==> config.mk <==
export PLATFORM = sky130hd
export DESIGN_NAME = pipe_stage_reg
export DESIGN_NICKNAME = d
export VERILOG_FILES = /design/src/rtl/pipe_stage_reg.sv
export SDC_FILE = /design/constraint.sdc
export NUM_CORES = 1
export LEC_CHECK = 0
export BUFFER_PORTS_ARGS = -buffer_cell sky130_fd_sc_hd__buf_2
export CORE_MARGIN = 1
export CORE_UTILIZATION = 47
export CTS_CLUSTER_DIAMETER = 120
export CTS_CLUSTER_SIZE = 14
export DETAILED_ROUTE_END_ITERATION = 16
export PLACE_DENSITY = 0.77
export SYNTH_ARGS = -nofsm -noshare
export SYNTH_HDL_FRONTEND = slang
export SYNTH_SLANG_ARGS = --single-unit
==> constraint.sdc <==
create_clock -name clk -period 1.5 [get_ports clk]
set_input_delay 0.3 -clock clk [delete_from_list [all_inputs] [get_ports clk]]
set_output_delay 0.3 -clock clk [all_outputs]
set_load 0.05 [all_outputs]
==> src/rtl/pipe_stage_reg.sv <==
// Pipeline-stage register with valid/ready handshake and a 2-entry skid buffer.
// in_ready is a pure state decode, so no combinational path runs from out_ready to in_ready.
module pipe_stage_reg #(
    parameter int               WIDTH     = 16,
    parameter logic [WIDTH-1:0] RESET_VAL = '0
) (
    input  logic             clk,
    input  logic             rst_n,
    input  logic             flush,
    input  logic             in_valid,
    output logic             in_ready,
    input  logic [WIDTH-1:0] in_data,
    output logic             out_valid,
    input  logic             out_ready,
    output logic [WIDTH-1:0] out_data,
    output logic [1:0]       occupancy
);

    localparam logic [1:0] EMPTY = 2'd0;
    localparam logic [1:0] ONE   = 2'd1;
    localparam logic [1:0] FULL  = 2'd2;

    logic [1:0]       r_state;
    logic [WIDTH-1:0] r_mainData;
    logic [WIDTH-1:0] r_skidData;
    logic             w_inFire;
    logic             w_outFire;

    assign in_ready  = (r_state != FULL) && !flush;
    assign out_valid = (r_state != EMPTY);
    assign out_data  = r_mainData;
    assign occupancy = r_state;

    assign w_inFire  = in_valid && in_ready;
    assign w_outFire = out_valid && out_ready;

    // The main reg always holds the oldest beat; the skid reg only fills when the
    // stage is already occupied and downstream stalls.
    always_ff @(posedge clk or negedge rst_n) begin
        if (!rst_n) begin
            r_state    <= EMPTY;
            r_mainData <= RESET_VAL;
            r_skidData <= RESET_VAL;
        end else if (flush) begin
            r_state    <= EMPTY;
            r_mainData <= RESET_VAL;
            r_skidData <= RESET_VAL;
        end else begin
            case (r_state)
                EMPTY: begin
                    if (w_inFire) begin
                        r_state    <= ONE;
                        r_mainData <= in_data;
                    end
                end
                ONE: begin
                    if (w_inFire && w_outFire) begin
                        r_mainData <= in_data;
                    end else if (w_inFire) begin
                        r_state    <= FULL;
                        r_skidData <= in_data;
                    end else if (w_outFire) begin
                        r_state <= EMPTY;
                    end
                end
                FULL: begin
                    if (w_outFire) begin
                        r_state    <= ONE;
                        r_mainData <= r_skidData;
                    end
                end
                default: begin
                    r_state <= EMPTY;
                end
            endcase
        end
    end

endmodule
==> results.json <==
{
  "track_usage": 0.211,
  "synth_area_um2": 1690,
  "drc": 0,
  "io_pins": 41,
  "synth-simple-area-share": 0.202,
  "syn_area_per_cell_um2": 9.67,
  "tritoncts": "built",
  "status": "complete, but fails checks",
  "core_um2": 3390,
  "r2r_cells": 5,
  "drive_above_1_share": 0.384,
  "antenna-diode-count": 0,
  "yosys.area_share.adder": 0,
  "arrival_ps": 1270,
  "highest_layer": "met4",
  "clk_latency_ps": 350,
  "die-area_um2": 3850,
  "wl_met2_mm": 1.68,
  "synth_edf_count": 0,
  "stdcell_count": 270,
  "worstMarginPinSlew_ps": 335,
  "hold_viol": 0,
  "drv_cap": 0,
  "synth_top_family_by_area": "simple AND/OR/NAND/NOR gates",
  "clk_pin_slew_ps": 100,
  "wl_mm": 3.54,
  "cts_sinks": 34,
  "max-clock-path-buffers": 2,
  "netlist_instances": 175,
  "synth.net_count": 196,
  "rsz0062_at_grt": "yes",
  "yosysMostFrequentCell": "nand2_1",
  "setup_ws_ps": -67.5,
  "tns_ps": -133,
  "finalMaxSlewViolations": 0,
  "initial_utilization": 0.499,
  "muxShareOfSynthArea": 0.129,
  "crit_path_start_kind": "flip-flop",
  "first_pass_iters": 4,
  "gp_congestion": 0.825,
  "slew_headroom": 0.777,
  "final_antenna_net_count": 0,
  "worstHoldStart": "out_ready",
  "hold_class": "input port to flip-flop",
  "die_w_um": 62.0,
  "routed-via-count": 1326,
  "dp.cells": 256,
  "period_minus_slack_ps": 1570,
  "cp.required_ps": 1200,
  "synthDominantCellAreaShare": 0.503,
  "ir_drop_uv": 706,
  "r2r_start": "occupancy[1]$_DFFE_PN0P_",
  "setup_viol": 2,
  "grt_pass1_vias": 1340,
  "antenna_found_initial": 0,
  "post_drt_wl_per_cell_um": 13.1,
  "ys_seq_elements": 34,
  "grt_max_degree": 33,
  "fin_crit_sh": 1.05,
  "violations": "negative setup slack",
  "rows": 21,
  "leakagePower_nw": 1.07,
  "drtIter0Drc": 39,
  "wl_met1_mm": 1.63,
  "cts_buffers": 5,
  "synth.yosys.seq_area_share": 0.503,
  "ys_top_cells_by_count": "nand2_1 (48), dfrtp_1 (34), a21oi_1 (18), nand2b_1 (17), o21ai_0 (16)",
  "r2r_end": "out_data[14]$_DFFE_PN0P_",
  "clock.fmax_mhz": 638,
  "synth_compound_area_frac": 0.123,
  "grt.overflow.total": 0,
  "hpwl_mm": 2.43,
  "path_max_fanout": 4,
  "async_flop_share": 1.00,
  "ys_types": 22,
  "viasPerCell": 4.91,
  "ys_warn_count": 0,
  "endpoint_kind": "output pin",
  "wl_met3_um": 187,
  "reg2reg_setup_slack_ps": 20,
  "hold_depth": 2,
  "nets": 244,
  "grt_pass1_wl_mm": 5.78,
  "io_buffer_count": 40,
  "n_fill_cell": 296,
  "finalClockSkew_ps": 10.3,
  "syn_to_final_growth_pct": 25.9,
  "dieHeight_um": 62.0,
  "synth_top_flop_cell": "dfrtp_1",
  "synth_xor_area_frac": 0,
  "crit_type": "flip-flop to output pin",
  "pwr_density_cell_nw_per_um2": 1040,
  "hold_end": "occupancy[1]$_DFFE_PN0P_",
  "yosys-top-cells-area": "dfrtp_1 (50%), nand2_1 (11%), mux2_4 (8.9%), nand2b_1 (6.3%), a21oi_1 (5.3%)",
  "htreeDepth": 2,
  "root_buffer": "clkbuf_4",
  "yosysTopAreaCell": "dfrtp_1"
}
[layout make-up]
type                    instances  area, µm²  share of cell area
multi-input cells             127        798               0.375
flip-flops and latches         34        853               0.400
repair buffers                 53        335               0.157
inverters                       2       7.51             0.00352
clock buffers                   8       78.8              0.0370
well taps                      46       57.6              0.0270
[per-layer routing]
metal	vias up	global-route usage
li1	666	-
met2	37	0.351
met4	0	0.0603
met3	5	0.0828
met1	618	0.254
met5	-	0
[metrics by stage]
step | setup slack [ps] | hold WS, ps | util | power (W) | cell area (µm²)
5_1_grt | -118 | 187 | 0.629 | 0.00232 | 2130
6_report | -67.5 | 189 | 0.629 | 0.00221 | 2130
3_5_place_dp | -37.9 | 224 | 0.582 | 0.00157 | 1970
3_3_place_gp | -14.5 | 219 | 0.582 | 0.00155 | 1970
2_1_floorplan | -118 | 4.41 | - | 0.00142 | 1720
4_1_cts | -84.2 | 174 | 0.626 | 0.00223 | 2120
[where the power goes]
| group | switching, W | total, W | internal [W] |
|---|---|---|---|
| logic | 0.000338 | 0.000529 | 0.000191 |
| clock network | 0.000315 | 0.000636 | 0.000320 |
| registers | 0.0000458 | 0.00104 | 0.000996 |
[worst max-delay path by stage]
stage                              from                       end  slack (ps)
2_1_floorplan  occupancy[1]$_DFFE_PN0P_  out_data[10]$_DFFE_PN0P_        -120
3_3_place_gp   occupancy[1]$_DFFE_PN0P_  out_data[15]$_DFFE_PN0P_         -10
3_5_place_dp   occupancy[1]$_DFFE_PN0P_   out_data[4]$_DFFE_PN0P_         -40
4_1_cts        occupancy[0]$_DFFE_PN0P_                 out_valid         -80
5_1_grt        occupancy[1]$_DFFE_PN0P_                  in_ready        -120
6_report       occupancy[1]$_DFFE_PN0P_                  in_ready         -70
[state kept, by name (all words and copies together) (netlist names)]
| register | cells |
|---|---|
| out_data | 16 |
| occupancy | 2 |
| r_skidData | 16 |
[kinds of logic (layout without fill, tap and decap cells)]
kind of cell,Yosys count,count (layout)
compound gates,38,38
buf+inv,14,63
flops,34,34
mux,16,16
simple gates,73,73
[critical path, stage by stage, from the launching register on]
cell and delay (ps):
dfrtp_2 430, nor2b_4 130, buf_6 120, nor2_4 100, buf_8 150
[layout by cell type, fill, tap and decap left out, types with 3 or more instances in the layout]
master	n
mux2_2	6
a21oi_1	18
clkbuf_8	3
buf_4	10
o21ai_0	16
nand2_1	48
clkbuf_4	6
buf_2	37
nand2b_1	17
mux2_4	10
dfrtp_1	32
[what timing repair did]
item,in CTS,in global routing
setup buffers,4,1
hold endpoints to repair,14,0
hold buffers,1,0
gates cloned,0,0
pin swaps,1,1
resized for setup,7,1
endpoints found under the setup margin,18,18
Power figures use the tool's default switching activity.
